--- src/rtl/contour_pkg.sv ---
// Shared types, palettes and defaults for the final pixel compositing stage.
// Palette entries are packed 24-bit {r, g, b}; background index 4'hf is black.
package contour_pkg;

    localparam int         DEF_FADE_LEVELS     = 8;
    localparam int         DEF_FRAMES_PER_STEP = 4;
    localparam logic [3:0] DEF_TRANSPARENT_IDX = 4'h0;

    localparam logic [3:0] BG_START    = 4'd0;
    localparam logic [3:0] BG_INGAME   = 4'd1;
    localparam logic [3:0] BG_GAMEOVER = 4'd2;

    typedef enum logic [1:0] {
        IDLE     = 2'd0,
        FADE_OUT = 2'd1,
        SWAP     = 2'd2,
        FADE_IN  = 2'd3
    } state_t;

    typedef struct packed {
        logic [7:0] r;
        logic [7:0] g;
        logic [7:0] b;
    } rgb_t;

    localparam logic [23:0] BG_PALETTE [16] = '{
        24'h102040, 24'hFFFFFF, 24'h808080, 24'h3060A0,
        24'hC02020, 24'h20C020, 24'h2020C0, 24'hFFD700,
        24'h8B4513, 24'h87CEEB, 24'h228B22, 24'hF0E68C,
        24'h4B0082, 24'hFF8C00, 24'hA9A9A9, 24'h000000
    };

    // Entry 0 is the transparent key and never reaches the screen.
    localparam logic [23:0] SPRITE_PALETTE [16] = '{
        24'hFF00FF, 24'hFFFFFF, 24'hE0C090, 24'h0000FF,
        24'hFF0000, 24'h00FF00, 24'hFFFF00, 24'h00FFFF,
        24'h804000, 24'h404040, 24'hFF8080, 24'h80FF80,
        24'h8080FF, 24'hC0C0C0, 24'h600060, 24'h101010
    };

    function automatic rgb_t bg_color(input logic [3:0] idx);
        return rgb_t'(BG_PALETTE[idx]);
    endfunction

    function automatic rgb_t sprite_color(input logic [3:0] idx);
        return rgb_t'(SPRITE_PALETTE[idx]);
    endfunction

endpackage

--- src/rtl/fade_controller.sv ---
// Frame-synchronous fade sequencer: detects frame starts, paces fade steps,
// and owns the brightness level and the background select.
module fade_controller
    import contour_pkg::*;
#(
    parameter int FADE_LEVELS     = DEF_FADE_LEVELS,
    parameter int FRAMES_PER_STEP = DEF_FRAMES_PER_STEP
) (
    input  logic       clk,
    input  logic       rst_n,
    input  logic [9:0] draw_x,
    input  logic [9:0] draw_y,
    input  logic [3:0] bg_req,
    input  logic       bg_req_valid,
    output logic [3:0] current_bg,
    output logic [3:0] level,
    output logic       fade_busy,
    output state_t     state
);

    localparam logic [3:0] LEVEL_MAX = 4'(FADE_LEVELS);
    localparam logic [3:0] CNT_LAST  = 4'(FRAMES_PER_STEP - 1);

    state_t     state_q, state_d;
    logic [3:0] level_q, level_d;
    logic [3:0] bg_q, bg_d;
    logic [3:0] pending_q, pending_d;
    logic [3:0] cnt_q, cnt_d;
    logic       busy_q, busy_d;
    logic       origin_q, origin_d;
    logic       at_origin;
    logic       frame_tick;
    logic       step;

    assign at_origin  = (draw_x == 10'd0) && (draw_y == 10'd0);
    // Edge-detect so a (0,0) held across both Clk cycles of a pixel ticks once.
    assign frame_tick = at_origin && !origin_q;
    assign step       = frame_tick && (cnt_q == CNT_LAST);

    always_comb begin
        origin_d  = at_origin;
        state_d   = state_q;
        level_d   = level_q;
        bg_d      = bg_q;
        pending_d = pending_q;
        cnt_d     = cnt_q;

        if (frame_tick) begin
            cnt_d = step ? 4'd0 : cnt_q + 4'd1;
        end

        // A step landing on the cycle a state is entered is consumed by the old state.
        case (state_q)
            IDLE: begin
                if (bg_req_valid && (bg_req != bg_q)) begin
                    pending_d = bg_req;
                    state_d   = FADE_OUT;
                    cnt_d     = 4'd0;
                end
            end
            FADE_OUT: begin
                if (step) begin
                    if (level_q != 4'd0) begin
                        level_d = level_q - 4'd1;
                    end
                    if (level_d == 4'd0) begin
                        state_d = SWAP;
                    end
                end
            end
            SWAP: begin
                if (frame_tick) begin
                    bg_d    = pending_q;
                    state_d = FADE_IN;
                end
            end
            FADE_IN: begin
                if (step) begin
                    if (level_q < LEVEL_MAX) begin
                        level_d = level_q + 4'd1;
                    end
                    if (level_d == LEVEL_MAX) begin
                        state_d = IDLE;
                    end
                end
            end
            default: state_d = IDLE;
        endcase

        busy_d = (state_d != IDLE);
    end

    always_ff @(posedge clk or negedge rst_n) begin
        if (!rst_n) begin
            state_q   <= IDLE;
            level_q   <= LEVEL_MAX;
            bg_q      <= BG_START;
            pending_q <= BG_START;
            cnt_q     <= 4'd0;
            busy_q    <= 1'b0;
            origin_q  <= 1'b0;
        end else begin
            state_q   <= state_d;
            level_q   <= level_d;
            bg_q      <= bg_d;
            pending_q <= pending_d;
            cnt_q     <= cnt_d;
            busy_q    <= busy_d;
            origin_q  <= origin_d;
        end
    end

    assign current_bg = bg_q;
    assign level      = level_q;
    assign fade_busy  = busy_q;
    assign state      = state_q;

endmodule

--- src/rtl/pixel_compositor.sv ---
// Final VGA stage: aligns blanking with RAM latency, layers sprites over the
// background, maps palette indices to RGB and applies the fade level.
module pixel_compositor
    import contour_pkg::*;
#(
    parameter int         FADE_LEVELS     = DEF_FADE_LEVELS,
    parameter int         FRAMES_PER_STEP = DEF_FRAMES_PER_STEP,
    parameter logic [3:0] TRANSPARENT_IDX = DEF_TRANSPARENT_IDX
) (
    input  logic       Clk,
    input  logic       Reset_n,
    input  logic [9:0] DrawX,
    input  logic [9:0] DrawY,
    input  logic       blank_n,
    input  logic [3:0] background_data,
    input  logic       is_background,
    input  logic [3:0] player_data,
    input  logic       is_player,
    input  logic [3:0] enemy_data,
    input  logic       is_enemy,
    input  logic [3:0] bg_req,
    input  logic       bg_req_valid,
    output logic [3:0] current_bg,
    output logic       fade_busy,
    output logic [7:0] VGA_R,
    output logic [7:0] VGA_G,
    output logic [7:0] VGA_B,
    output state_t     fade_state,
    output logic [3:0] fade_level
);

    localparam int FADE_SHIFT = $clog2(FADE_LEVELS);

    logic [3:0] level;
    logic       blank_q, blank_d;
    rgb_t       rgb_q, rgb_d;
    rgb_t       layer_rgb;

    // Truncating scale; at full level the product shifts back to c exactly.
    function automatic logic [7:0] scale(input logic [7:0] c, input logic [3:0] lvl);
        logic [11:0] prod;
        prod = {4'd0, c} * {8'd0, lvl};
        prod = prod >> FADE_SHIFT;
        return prod[7:0];
    endfunction

    fade_controller #(
        .FADE_LEVELS    (FADE_LEVELS),
        .FRAMES_PER_STEP(FRAMES_PER_STEP)
    ) u_fade (
        .clk         (Clk),
        .rst_n       (Reset_n),
        .draw_x      (DrawX),
        .draw_y      (DrawY),
        .bg_req      (bg_req),
        .bg_req_valid(bg_req_valid),
        .current_bg  (current_bg),
        .level       (level),
        .fade_busy   (fade_busy),
        .state       (fade_state)
    );

    // Stage 1 holds blank_n so it lines up with RAM data arriving one cycle late.
    always_comb begin
        blank_d   = blank_n;
        layer_rgb = '0;
        if (is_player && (player_data != TRANSPARENT_IDX)) begin
            layer_rgb = sprite_color(player_data);
        end else if (is_enemy && (enemy_data != TRANSPARENT_IDX)) begin
            layer_rgb = sprite_color(enemy_data);
        end else if (is_background) begin
            layer_rgb = bg_color(background_data);
        end

        rgb_d = '0;
        if (blank_q) begin
            rgb_d.r = scale(layer_rgb.r, level);
            rgb_d.g = scale(layer_rgb.g, level);
            rgb_d.b = scale(layer_rgb.b, level);
        end
    end

    always_ff @(posedge Clk or negedge Reset_n) begin
        if (!Reset_n) begin
            blank_q <= 1'b0;
            rgb_q   <= '0;
        end else begin
            blank_q <= blank_d;
            rgb_q   <= rgb_d;
        end
    end

    assign VGA_R      = rgb_q.r;
    assign VGA_G      = rgb_q.g;
    assign VGA_B      = rgb_q.b;
    assign fade_level = level;

endmodule

--- config.mk ---
export PLATFORM = sky130hd
export DESIGN_NAME = pixel_compositor
export DESIGN_NICKNAME = d
export VERILOG_FILES = /design/src/rtl/contour_pkg.sv /design/src/rtl/fade_controller.sv /design/src/rtl/pixel_compositor.sv
export SDC_FILE = /design/constraint.sdc
export NUM_CORES = 1
export LEC_CHECK = 0
export ABC_AREA = 0
export BUFFER_PORTS_ARGS = -buffer_cell sky130_fd_sc_hd__buf_2
export CORE_ASPECT_RATIO = 0.6
export CORE_MARGIN = 3
export CORE_UTILIZATION = 60
export CTS_BUF_LIST = sky130_fd_sc_hd__clkbuf_8
export CTS_CLUSTER_SIZE = 25
export DETAILED_ROUTE_END_ITERATION = 8
export PLACE_DENSITY = 0.78
export SLEW_MARGIN = 40
export SYNTH_ARGS = -nofsm -noshare
export SYNTH_HDL_FRONTEND = slang
export SYNTH_HIERARCHICAL = 1
export SYNTH_SLANG_ARGS = --single-unit
--- constraint.sdc ---
create_clock -name Clk -period 4.9 [get_ports Clk]
set_input_delay 0.49 -clock Clk [delete_from_list [all_inputs] [get_ports Clk]]
set_output_delay 0.49 -clock Clk [all_outputs]
set_load 0.005 [all_outputs]
==> reports/metrics.yaml <==
synth:
  synth-compound-area-share_pct: 17.83
  synth-edff-count: 0
  yosys.area_share.simple_pct: 25.36
  synth_top_area_share_pct: 17.32
  synthTopCellsByArea: "dfrtp_1 17%, ha_1 12%, fa_1 11%, and2_1 6.3%, inv_1 5.1%"
  yosys_warnings: 6
  synth_top_cell_by_area: "dfrtp_1"
  synthMuxAreaShare_pct: 3.562
  yosys_register_bits: 45
  synthCells: 782
  synth.avg_cell_area_um2: 8.131
  seq_area_frac_synth_pct: 17.73
  synth-xor-area-share_pct: 4.014
  ys.flop_type: "dfrtp_1"
  ys_async_sr_fraction_pct: 100.0
  ys_types: 75
  synth_fa_ha_area_share_pct: 23.34
  syn_nets: 922
  synth_top_family_by_area: "simple AND/OR/NAND/NOR gates"
  netlist_area_mm2: 0.006359
layout:
  drive_gt1_share_pct: 20.94
  fillers: 776
  layout_common_cells: "87 x inv_1, 76 x buf_2, 70 x nand2_1"
  post-route-util_pct: 73.12
  instances_no_fill: 1028
  diodes: 0
  areaGrowthSynthToFinish_pct: 16.02
  nNetsFinal: 1032
  final_common_cell: "inv_1"
global_route:
  gr-usage-met1_pct: 44.66
  grt.busiest_layer: "met2"
  grt_max_degree: 46
  antenna_found_initial: 0
  use_met3_pct: 9.638
  grt_overflow: 0
  first_global_vias: 6240
  grt_pass1_wl_um: 31010
  grtUsageMet2_pct: 49.10
  grt_usage_pct: 31.84
timing:
  min_period_ns: 4.764
  post-route-period-util_pct: 97.23
  tns_ns: 0
  relSlewSlack_pct: 57.48
  setup_viol: 0
  hold_viol_final: 0
  clock_skew_ns: 0.01409
  setup_slack_ns: 0.1356
  slew_viol_final: 0
  worstMarginPinSlew_ns: 0.6311
  timing.fmax_ghz: 0.2099
  whs_ns: 0.1694
floorplan:
  fp-row-count: 28
  pin_count: 78
  die_area_mm2: 0.01191
  die_y_um: 85.74
  coreArea_mm2: 0.01009
  start_util_pct: 63.02
  die_w_um: 138.9
route:
  vias_per_cell: 6.064
  drtPass1Iterations: 6
  routed_wl_um: 18880
  vias: 6234
  drc: 0
  first_iter_violations: 474
  antenna_left: 0
  wl_per_cell_um: 18.36
clock_tree:
  insertion_delay_ns: 0.31
  h-tree-depth: 2
  root_buffer: "clkbuf_8"
  cts_setup_buffers: 0
  clk_path_buf_depth: 2
  cts_sinks: 45
  numCtsBuffers: 5
  cts_tree: "done"
  clk_pin_slew_ns: 0.09
critical_path:
  cp.required_ns: 5.09
  worstSetupStartpoint: "enemy_data[0]"
  worstSetupStartpointType: "input port"
  crit_path_max_fanout: 8
  r2r_setup_slack_ns: 0.75
  endpoint: "VGA_R[6]"
  critPathKind: "in -> reg"
  worst_ep_arrival_time_ns: 4.96
  crit_path_end_kind: "register"
  r2r_end: "VGA_B[7]"
  reg2reg_depth: 13
  r2r-start: "u_fade/level[3]"
power:
  p_leak_nw: 3.749
  power.density_mw_per_mm2: 125.8
  ir_drop_v: 0.0001357
place:
  gp_congestion: 0.9844
  hpwl_um: 14860
  portBuffers: 77
  pre_cts_ws_ns: -0.1448
  dp_cells: 1020
worst_hold_path:
  hold_path_class: "in -> async"
outcome:
  status: "complete, no violations"
flow_run:
  cap_violations: 0
cell usage after synthesis, drive strengths merged, types with 7 or more instances:
master	number
nor2b	20
o21ai	43
fa	36
dfrtp	44
nand4	7
nand2	71
a21oi	46
ha	61
o211ai	7
and2	65
nor3	15
clkbuf	21
nand2b	17
nor3b	8
mux2i	8
a211o	7
nor2	39
a31oi	14
a211oi	10
mux2	9
buf	18
xnor2	19
nand3	19
nor4	13
inv	89
cell families (layout without fill, tap and decap cells):
logic type	count (synthesis)	after routing
simple gates	296	296
compound gates	171	171
buf+inv	128	239
fa+ha+maj	97	97
flops	45	45
xor+xnor	26	26
mux	19	19
registers in the layout (all words and copies together) (netlist names):
name               flops
u_fade/pending_q       4
u_fade/current_bg      4
VGA_R                  8
blank_q                1
u_fade/cnt_q           4
u_fade/state           2
VGA_G                  8
u_fade/fade_busy       1
u_fade/origin_q        1
VGA_B                  8
u_fade/level           4
what timing repair did:
action | CTS | global route
hold buffers | 0 | 0
resized for setup | 0 | 8
setup endpoints to repair | 0 | 5
metal layers:
metal	vias up	part of all wire, %	wire (um)
met3	40	12	2197
met5	-	0	0
li1	2898	-	-
met4	0	2.1	388
met1	2963	44	8216
met2	333	43	8075
how the worst min path moves through the flow:
stage	from	to	cells after the start
after global routing	Reset_n	VGA_B[1]	1
after CTS	Reset_n	u_fade/current_bg[1]	1
after global placement	u_fade/pending_q[0]	u_fade/current_bg[0]	1
after floorplan	Reset_n	VGA_B[0]	0
final	Reset_n	u_fade/current_bg[3]	1
after detailed placement	u_fade/pending_q[1]	u_fade/current_bg[1]	1
critical path, stage by stage:
cell and delay, ns:
buf_2 0.10, inv_1 0.07, ha_1 0.19, or3b_4 0.43, a221oi_2 0.33, buf_4 0.21
o21ai_0 0.14, a21oi_1 0.25, nand2_1 0.11, fa_1 0.42, fa_1 0.52, inv_1 0.04
ha_1 0.28, buf_4 0.15, a21o_1 0.16, a21oi_1 0.15, nor2b_1 0.08, nor3_1 0.12
nor2_1 0.08, or4_1 0.47, and3_1 0.18
where the power goes:
part           internal [mW]  switching [mW]  leakage [nW]  total (mW)
logic                  0.107           0.168          3.08       0.276
registers              0.372         0.00318         0.610       0.375
clock network          0.149           0.128        0.0593       0.278
total                  0.628           0.299          3.75       0.928
stage by stage:
step / instance area (um^2) / total power, mW
global placement: 7238 / 0.6373
finish: 7377 / 0.9279
detailed placement: 7242 / 0.6454
global route: 7377 / 0.9668
CTS: 7350 / 0.9196
floorplan: 6370 / 0.5276
area by class of cell:
| cell class | instances | area [um^2] | share of cell area [%] |
|---|---|---|---|
| repair buffers | 142 | 888.4 | 12.04 |
| inverters | 89 | 334.1 | 4.528 |
| clock buffers | 5 | 68.82 | 0.9328 |
| multi-input cells | 609 | 4748 | 64.37 |
| well taps | 135 | 168.9 | 2.290 |
| clock inverters | 3 | 38.79 | 0.5258 |
| flip-flops and latches | 45 | 1130 | 15.32 |
(Power assumes the default switching activity.)
